`src/rtl/uart_pkg.sv`:
```
// -----------------------------------------------------------------------------
// uart_pkg
//   Shared types and constants for the UART receive path.
//   rx_state_t      : receiver FSM states
//   RX_ERR_*        : bit positions inside the Rx_Error flag vector
// -----------------------------------------------------------------------------
package uart_pkg;

    typedef enum logic [2:0] {
        IDLE,
        START,
        DATA,
        PARITY,
        STOP
    } rx_state_t;

    localparam int RX_ERR_PARITY  = 0;
    localparam int RX_ERR_FRAME   = 1;
    localparam int RX_ERR_OVERRUN = 2;

endpackage : uart_pkg

```
`src/rtl/uart_baud_tick.sv`:
```
// -----------------------------------------------------------------------------
// uart_baud_tick
//   Oversampling tick generator, shared by the UART receiver and transmitter.
//   Produces a one-clock Tick every SYSCLK_RATE/(BAUD_RATE*OVERSAMPLE) clocks.
//   Ports:
//     SysClk  in   system clock, rising edge
//     Rst     in   asynchronous active-high reset
//     Clr     in   hold the divider at zero (no ticks while high)
//     Tick    out  oversample tick pulse
// -----------------------------------------------------------------------------
module uart_baud_tick #(
    parameter int SYSCLK_RATE = 100000000,
    parameter int BAUD_RATE   = 9600,
    parameter int OVERSAMPLE  = 16
) (
    input  logic SysClk,
    input  logic Rst,
    input  logic Clr,
    output logic Tick
);

    localparam int TICK_DIV = SYSCLK_RATE / (BAUD_RATE * OVERSAMPLE);
    localparam int CNT_W    = (TICK_DIV > 1) ? $clog2(TICK_DIV) : 1;
    localparam logic [CNT_W-1:0] CNT_LAST = CNT_W'((TICK_DIV > 0) ? TICK_DIV - 1 : 0);

    // A clock too slow for the requested baud rate cannot be rescued at run time.
    generate
        if (TICK_DIV < 1) begin : g_bad_div
            $fatal(1, "uart_baud_tick: SYSCLK_RATE too low for BAUD_RATE*OVERSAMPLE");
        end
    endgenerate

    logic [CNT_W-1:0] cnt;

    // NOTE: state registers use non-blocking assignments so every flop samples
    // the pre-edge values of its neighbours.
    always_ff @(posedge SysClk or posedge Rst) begin
        if (Rst) begin
            cnt <= '0;
        end else if (Clr || cnt == CNT_LAST) begin
            cnt <= '0;
        end else begin
            cnt <= cnt + 1'b1;
        end
    end

    // Suppressed while cleared so the first tick after release lands a full
    // divider period (or the very next clock when TICK_DIV==1) later.
    assign Tick = !Clr && (cnt == CNT_LAST);

endmodule : uart_baud_tick

```
`src/rtl/uart_rx_deframer.sv`:
```
// -----------------------------------------------------------------------------
// uart_rx_deframer
//   UART receive deframer: synchronises Rx, finds start bits with oversampling,
//   samples each bit at mid-point, checks even parity and stop bits, and hands
//   the word over with a Data_Rdy/Data_Ack handshake plus per-frame error flags.
//   Ports:
//     SysClk    in   system clock, rising edge
//     Rst       in   asynchronous active-high reset
//     Rx        in   serial line, asynchronous, idle high
//     Data_Ack  in   consumer has taken Rx_Data (one-cycle pulse)
//     Rx_Data   out  last delivered word
//     Data_Rdy  out  Rx_Data valid, held until Data_Ack
//     Rx_Error  out  [0] parity, [1] framing, [2] overrun
//     Rx_Busy   out  frame in progress
// -----------------------------------------------------------------------------
module uart_rx_deframer
    import uart_pkg::*;
#(
    parameter int SYSCLK_RATE = 100000000,
    parameter int BAUD_RATE   = 9600,
    parameter int DATA_BITS   = 8,
    parameter int PARITY_BIT  = 1,
    parameter int STOP_BITS   = 2,
    parameter int OVERSAMPLE  = 16
) (
    input  logic                 SysClk,
    input  logic                 Rst,
    input  logic                 Rx,
    input  logic                 Data_Ack,
    output logic [DATA_BITS-1:0] Rx_Data,
    output logic                 Data_Rdy,
    output logic [2:0]           Rx_Error,
    output logic                 Rx_Busy
);

    localparam int SCNT_W = $clog2(OVERSAMPLE);
    localparam int BCNT_W = 4;
    localparam logic [SCNT_W-1:0] HALF_LAST = SCNT_W'(OVERSAMPLE / 2 - 1);
    localparam logic [SCNT_W-1:0] FULL_LAST = SCNT_W'(OVERSAMPLE - 1);
    localparam logic [BCNT_W-1:0] DATA_LAST = BCNT_W'(DATA_BITS - 1);
    localparam logic [BCNT_W-1:0] STOP_LAST = BCNT_W'(STOP_BITS - 1);

    rx_state_t             state;
    logic                  rx_meta;
    logic                  rx_s;
    logic                  tick;
    logic [SCNT_W-1:0]     scnt;
    logic [BCNT_W-1:0]     bcnt;
    logic [DATA_BITS-1:0]  shreg;
    logic                  perr;
    logic                  ferr;
    logic                  done;

    // NOTE: the synchroniser resets to the idle-high line level; resetting it
    // to 0 would look like a start bit the moment reset is released.
    always_ff @(posedge SysClk or posedge Rst) begin
        if (Rst) begin
            rx_meta <= 1'b1;
            rx_s    <= 1'b1;
        end else begin
            rx_meta <= Rx;
            rx_s    <= rx_meta;
        end
    end

    // The divider is held at zero in IDLE so bit timing is anchored to the
    // detected falling edge.
    uart_baud_tick #(
        .SYSCLK_RATE (SYSCLK_RATE),
        .BAUD_RATE   (BAUD_RATE),
        .OVERSAMPLE  (OVERSAMPLE)
    ) u_baud_tick (
        .SysClk (SysClk),
        .Rst    (Rst),
        .Clr    (state == IDLE),
        .Tick   (tick)
    );

    // Frame FSM. scnt counts ticks within a bit, bcnt counts bits within a
    // field. done is a one-cycle flag marking the completion cycle.
    always_ff @(posedge SysClk or posedge Rst) begin
        if (Rst) begin
            state <= IDLE;
            scnt  <= '0;
            bcnt  <= '0;
            shreg <= '0;
            perr  <= 1'b0;
            ferr  <= 1'b0;
            done  <= 1'b0;
        end else begin
            done <= 1'b0;
            case (state)
                IDLE: begin
                    scnt <= '0;
                    bcnt <= '0;
                    if (!rx_s) state <= START;
                end
                START: if (tick) begin
                    if (scnt == HALF_LAST) begin
                        // Mid-point of the start bit: a high line was a glitch.
                        scnt  <= '0;
                        bcnt  <= '0;
                        perr  <= 1'b0;
                        ferr  <= 1'b0;
                        state <= rx_s ? IDLE : DATA;
                    end else begin
                        scnt <= scnt + 1'b1;
                    end
                end
                DATA: if (tick) begin
                    if (scnt == FULL_LAST) begin
                        scnt  <= '0;
                        shreg <= {rx_s, shreg[DATA_BITS-1:1]};   // LSB arrives first
                        if (bcnt == DATA_LAST) begin
                            bcnt  <= '0;
                            state <= (PARITY_BIT != 0) ? PARITY : STOP;
                        end else begin
                            bcnt <= bcnt + 1'b1;
                        end
                    end else begin
                        scnt <= scnt + 1'b1;
                    end
                end
                PARITY: if (tick) begin
                    if (scnt == FULL_LAST) begin
                        scnt  <= '0;
                        perr  <= (rx_s != ^shreg);
                        state <= STOP;
                    end else begin
                        scnt <= scnt + 1'b1;
                    end
                end
                STOP: if (tick) begin
                    if (scnt == FULL_LAST) begin
                        scnt <= '0;
                        if (!rx_s) ferr <= 1'b1;
                        if (bcnt == STOP_LAST) begin
                            state <= IDLE;
                            done  <= 1'b1;
                        end else begin
                            bcnt <= bcnt + 1'b1;
                        end
                    end else begin
                        scnt <= scnt + 1'b1;
                    end
                end
                default: state <= IDLE;
            endcase
        end
    end

    // Output handshake. shreg/perr/ferr are stable during the completion cycle
    // because a new frame cannot reach DATA that quickly.
    always_ff @(posedge SysClk or posedge Rst) begin
        if (Rst) begin
            Rx_Data  <= '0;
            Data_Rdy <= 1'b0;
            Rx_Error <= '0;
        end else if (done) begin
            if (!Data_Rdy || Data_Ack) begin
                Rx_Data                 <= shreg;
                Data_Rdy                <= 1'b1;
                Rx_Error                <= '0;
                Rx_Error[RX_ERR_FRAME]  <= ferr;
                Rx_Error[RX_ERR_PARITY] <= perr;
            end else begin
                // Consumer still holds the previous word: drop the new one.
                Rx_Error[RX_ERR_OVERRUN] <= 1'b1;
            end
        end else if (Data_Ack && Data_Rdy) begin
            Data_Rdy <= 1'b0;
            Rx_Error <= '0;
        end
    end

    assign Rx_Busy = (state != IDLE);

endmodule : uart_rx_deframer

```
`config.mk`:
```
export PLATFORM = sky130hd
export DESIGN_NAME = uart_rx_deframer
export DESIGN_NICKNAME = d
export VERILOG_FILES = /design/src/rtl/uart_pkg.sv /design/src/rtl/uart_baud_tick.sv /design/src/rtl/uart_rx_deframer.sv
export SDC_FILE = /design/constraint.sdc
export NUM_CORES = 1
export LEC_CHECK = 0
export CAP_MARGIN = 20
export CORE_ASPECT_RATIO = 1.1
export CORE_MARGIN = 2
export CORE_UTILIZATION = 52
export CTS_CLUSTER_SIZE = 20
export DETAILED_ROUTE_END_ITERATION = 10
export PLACE_DENSITY = 0.82
export SYNTH_ARGS = -nofsm -noshare
export SYNTH_HDL_FRONTEND = slang
export SYNTH_HIERARCHICAL = 1
export SYNTH_SLANG_ARGS = --single-unit
```
`constraint.sdc`:
```
create_clock -name SysClk -period 2.1 [get_ports SysClk]
set_input_delay 0.42 -clock SysClk [delete_from_list [all_inputs] [get_ports SysClk]]
set_output_delay 0.42 -clock SysClk [all_outputs]
set_load 0.01 [all_outputs]
```
### Word level (Yosys, flattened, before mapping)

Cells that the tools add are included.

* register bits after elaboration: 46
* bits in latches: 0
* RAM bits: 0
* bits in read-only memories: 0
* bits of input ports: 4
* output and inout bits: 13
* word-level logic and storage cells: 113
* memories kept: 0

* add/subtract/negate cells: 3
* $mul: 0
* div/mod/pow operators: 0
* $lt $le $gt $ge: 0
* equal/unequal tests: 25
* shift operators: 0
* mux-type cells: 48
* bitwise logic cells: 0
* reductions and logical operators: 23

Operators with widths (count)
* two-way mux 4 bit: 12
* two-way mux 3 bit: 13
* inequality test 2 bit (second input constant): 13
* one-hot mux 4 bit (4 select lines): 1
* two-way mux 1 bit: 15
* one-hot mux 3 bit (5 select lines): 1
* one-hot mux 4 bit (3 select lines): 1
* AND reduction 11 bit: 1
* adder 10 x 1 -> 10 bit (second input constant): 1
* equality test 10 bit (second input constant): 1
* two-way mux 10 bit: 1
* adder 4 x 1 -> 4 bit (second input constant): 2
* equality test 4 x 3 -> 1 bit (second input constant): 2
* AND reduction 8 bit: 1
* XOR reduction 8 bit: 1
* equality test 3 x 2 -> 1 bit (second input constant): 2
* AND reduction 3 bit: 2
* AND reduction 6 bit: 1
* nonzero test 2 bit: 3
* nonzero test 3 bit: 2
* AND reduction 5 bit: 1
* equality test 4 x 1 -> 1 bit (second input constant): 1
* equality test 4 bit (second input constant): 1
* two-way mux 2 bit: 2
* 12 further kinds: 18

### Logic depth before layout (Yosys ltp)

* depth in word-level cells: 5
* mapped depth: 10

### Cells and area by module

Netlist, hierarchy kept.

Modules (own cells, without submodules)
* uart_rx_deframer: times used 1, cells an instance 170, area each 1880.6 um^2, sequential area each 903.4 um^2
* uart_baud_tick: times used 1, cells an instance 53, area each 523.0 um^2, sequential area each 250.2 um^2

### Worst setup path before layout

No wires, ideal clock.

* path type: register to register
* from: reg u_baud_tick.cnt[0]
* to: reg state[0]
* library setup time: 0.125 ns
* arrival time: 2.017 ns
* data required time: 1.975 ns
* slack: -0.042 ns
* cell stages (with the launch flop): 11
* buffers on the path: 2
* period minus slack after synthesis: 2.142 ns
* cell sequence: dfrtp_1 -> inv_1 -> ha_1 -> nor4bb_1 -> and4b_1 -> buf_2 -> nor2_1 -> a222oi_1 -> buf_4 -> nand3_1 -> mux2_4

* cells in the longest elaborated chain, start to end: 4
* elaborated cells on any way between the ends: 7
* those cells by class: eq/ne (5); reduce/logical (2)

RTL lines
* start: declaration: RTL line uart_baud_tick.sv:33 `logic [CNT_W-1:0] cnt;`
* start signal: assignment: RTL line uart_baud_tick.sv:43 `cnt <= cnt + 1'b1;`
* equality test 10 bit *: RTL line uart_baud_tick.sv:49 `assign Tick = !Clr && (cnt == CNT_LAST);`
* logical AND 1 bit *: RTL line uart_baud_tick.sv:49
* named net tick: RTL line uart_rx_deframer.sv:46 `logic tick;`
* inequality test 2 bit (no line)
* AND reduction 11 bit (no line) *
* end signal: assignment: RTL line uart_rx_deframer.sv:105 `state <= rx_s ? IDLE : DATA;`
* end signal: assignment: RTL line uart_rx_deframer.sv:116 `state <= (PARITY_BIT != 0) ? PARITY : STOP;`
* end: declaration: RTL line uart_rx_deframer.sv:43 `rx_state_t state;`

Mark *: on every way through the listed nets, which the timed path passes. The rest lies on a longest branch.
A chain may end at the register's enable or synchronous reset.

### Worst setup path in the final report

* from: reg u_baud_tick.cnt[0]
* to: reg bcnt[3]

* cells in the longest elaborated chain, start to end: 4
* elaborated cells on any way between the ends: 6
* those cells by class: eq/ne (4); reduce/logical (2)

RTL lines
* equality test 10 bit *: RTL line uart_baud_tick.sv:49
* logical AND 1 bit *: RTL line uart_baud_tick.sv:49
* named net tick: RTL line uart_rx_deframer.sv:46
* inequality test 2 bit (no line)
* AND reduction 8 bit (no line) *
* end signal: assignment: RTL line uart_rx_deframer.sv:118 `bcnt <= bcnt + 1'b1;`
* end signal: assignment: RTL line uart_rx_deframer.sv:141 `bcnt <= bcnt + 1'b1;`
* end: declaration: RTL line uart_rx_deframer.sv:48 `logic [BCNT_W-1:0] bcnt;`

Marks and branches as above.

==> run metrics <==
status finished clean; # setup viols final 0; vias in the first global route 1717; DR iter-0 viols 77; Max VDD drop 487.2 µV; pwr/cell area about 530 nW/µm²; Final Cell Area 2932 µm²; Overall Global Routing Usage 0.1977; ys flop type dfrtp_1; Detailed Place HPWL 3158 µm; Clock Skew 0.008075 ns; CP Max Fanout 4; total wire length 4612 µm; crit path kind reg -> reg; post-synth cell types 60; HP Class reg -> reg; antenna violations before repair 0; antenna cells 0; core area ~4400 µm²; Area growth, synth to finish 21.97%; clk sinks 46; storage element area 1154 µm²; Syn. warnings 6; GRT Residual Overflow 0; detailed-route wire length per cell about 15 µm; Skew-Pair Late Insertion Delay 0.29 ns; fraction of layout cells with a size suffix above 1 0.2549; residual DRC count 0; async set-or-reset flop fraction in the synthesized netlist 1.000; Nets 263; RSZ-0062 raised after global routing true; CP endpoint kind flop; Port Buffers 16; via count 1771; sequential area share after synthesis 0.4800; relative slew slack 0.6977; clk slew on worst S/H paths 0.08 ns; MaxCap Viol Count 0; placed cells 300; # fillers 333; post-route ant nets 0; htree depth 2; Multi-input gate area between 1000 and 1500 µm²; Final Util 0.6694; Clock Path Buffers 2; CP required 2.26 ns; clock period minus worst slack 2.037 ns; CTS Root Cell clkbuf_8; 1st-pass router iterations 4; Post-synth EDFFs 0; Tightest Pin Transition 0.4534 ns; Post-DP Area 2733 µm²; Cell Count, Final, Fillers Out between 300 and 400; Post-Syn Area 2404 µm²; Initial Utilization 0.5489; CP arrival 2.19 ns; Fin. Hold Viols 0; most frequent cells in the layout 44 x dfrtp_1, 17 x buf_4, 15 x clkdlybuf4s50_1, 13 x nor2_1, 12 x inv_1; Hold Buf Count CTS 0; fin. max-slew vios 0; Leakage 1.280 nW; Cells after Synth 223; # rows 25; CTS tree yes; most common cell after layout, fill and taps aside dfrtp_1; fin crit share 0.9698; Critical Path Start Type flop; syn_area_per_cell approximately 11 µm²; fmax 0.4910 GHz; Placer Congestion 0.8391; Die X 68.82 µm; global-route wire length before repair 7652 µm; die area 5182 µm²; Vias/cell 5.731; Seq cells post-synth 46; Num CTS Buffers 5; boundary pin count 17; Die Ht between 70 and 80 µm; Mapped Nets between 200 and 250; largest net degree at the start of global routing 37
-- final timing paths --
kind / cells after the start / from / slack [ns] / endpoint
min in group asynchronous: 2 / Rst / 0.44 / u_baud_tick/cnt[1]
hold / removal: 0 / rx_meta / 0.36 / rx_s
max in group asynchronous: 3 / Rst / 1.20 / rx_s
setup / recovery: 10 / u_baud_tick/cnt[0] / 0.06 / bcnt[3]
hold reg to reg: 0 / rx_meta / 0.36 / rx_s
setup reg to reg: 10 / u_baud_tick/cnt[0] / 0.06 / bcnt[3]
-- timing repair --
item                       4_1_cts  5_1_grt
resized for setup                0       19
setup endpoints to repair        0       19
setup buffers                    0        1
-- layout make-up --
class / instances / area share
Clock buffer: 6 / 0.02475
Clock inverter: 2 / 0.01280
Inverter: 12 / 0.01536
Multi-Input combinational cell: 154 / 0.4208
Sequential cell: 46 / 0.3935
Tap cell: 54 / 0.02305
Timing Repair Buffer: 35 / 0.1097
-- critical path, stage by stage (launching register included) --
cell and delay [ns]:
dfrtp_1 0.38, inv_1 0.06, ha_1 0.14, nor4bb_4 0.19, and4b_1 0.27, nor2_1 0.05, a222oi_1 0.21, buf_4 0.20
buf_4 0.12, o2111a_1 0.19, o32ai_2 0.09
-- state kept, by name, indices dropped and copies added, names as in the netlist, 3 cells and up --
signal	count
u_baud_tick/cnt	10
Rx_Data	8
shreg	8
bcnt	4
scnt	4
Rx_Error	3
state	3
-- synth_stat cells, types with 2 or more instances --
library cell	number	area share
nand2b_1	4	0.010
xor2_1	4	0.015
nor3b_1	5	0.016
nand2_1	10	0.016
a21oi_1	10	0.021
nor2b_1	2	0.0052
buf_4	4	0.012
clkbuf_1	2	0.0031
ha_1	5	0.026
inv_1	12	0.019
mux2_2	16	0.075
or3_1	4	0.010
nor2_1	14	0.022
and3_1	3	0.0078
nor3_1	2	0.0042
nand4_1	3	0.0078
o21ai_0	9	0.019
nand3_1	10	0.021
a31oi_1	3	0.0078
dfstp_2	2	0.022
dfrtp_1	44	0.46
nor2_2	2	0.0052
buf_2	5	0.010
mux2_1	2	0.0094
nand3b_1	2	0.0062
a211oi_1	2	0.0062
maj3_1	2	0.0083
mux2i_1	2	0.0083
xnor2_1	7	0.026
-- metrics by stage --
step | hold slack, ns | total power, mW | setup slack, ns | setup TNS (ns)
2_1_floorplan | 0.2602 | 0.9250 | 0.01471 | 0
3_3_place_gp | 0.3490 | 0.9380 | 0.08989 | 0
4_1_cts | 0.3637 | 1.578 | 0.006882 | 0
6_report | 0.3631 | 1.559 | 0.06343 | 0
3_5_place_dp | 0.3513 | 0.9386 | 0.03255 | 0
5_1_grt | 0.3714 | 1.615 | -0.09439 | -0.7310
-- kinds of logic (layout without fill, tap and decap cells) --
group	count (synthesis)	after routing	share of synthesized area
fa+ha+maj	7	7	0.03436
xor+xnor	12	12	0.04945
mux	21	21	0.09890
flops	46	46	0.4800
compound gates	42	42	0.1192
buf+inv	23	55	0.04477
simple gates	72	72	0.1734
-- where the power goes --
part           switching [mW]  total, mW  internal (mW)
Clock                   0.285      0.639          0.355
Combinational          0.0196     0.0295        0.00993
Sequential            0.00190      0.890          0.888
Total                   0.306       1.56           1.25
-- routing by layer --
layer	track usage	part of all wire	vias to the layer above
met1	0.2495	0.43	867
met4	0.06100	0.021	0
met2	0.3387	0.51	33
met3	0.04579	0.032	9
met5	0	0	-
li1	-	-	862
No activity file was read; power rests on OpenSTA's default activity.
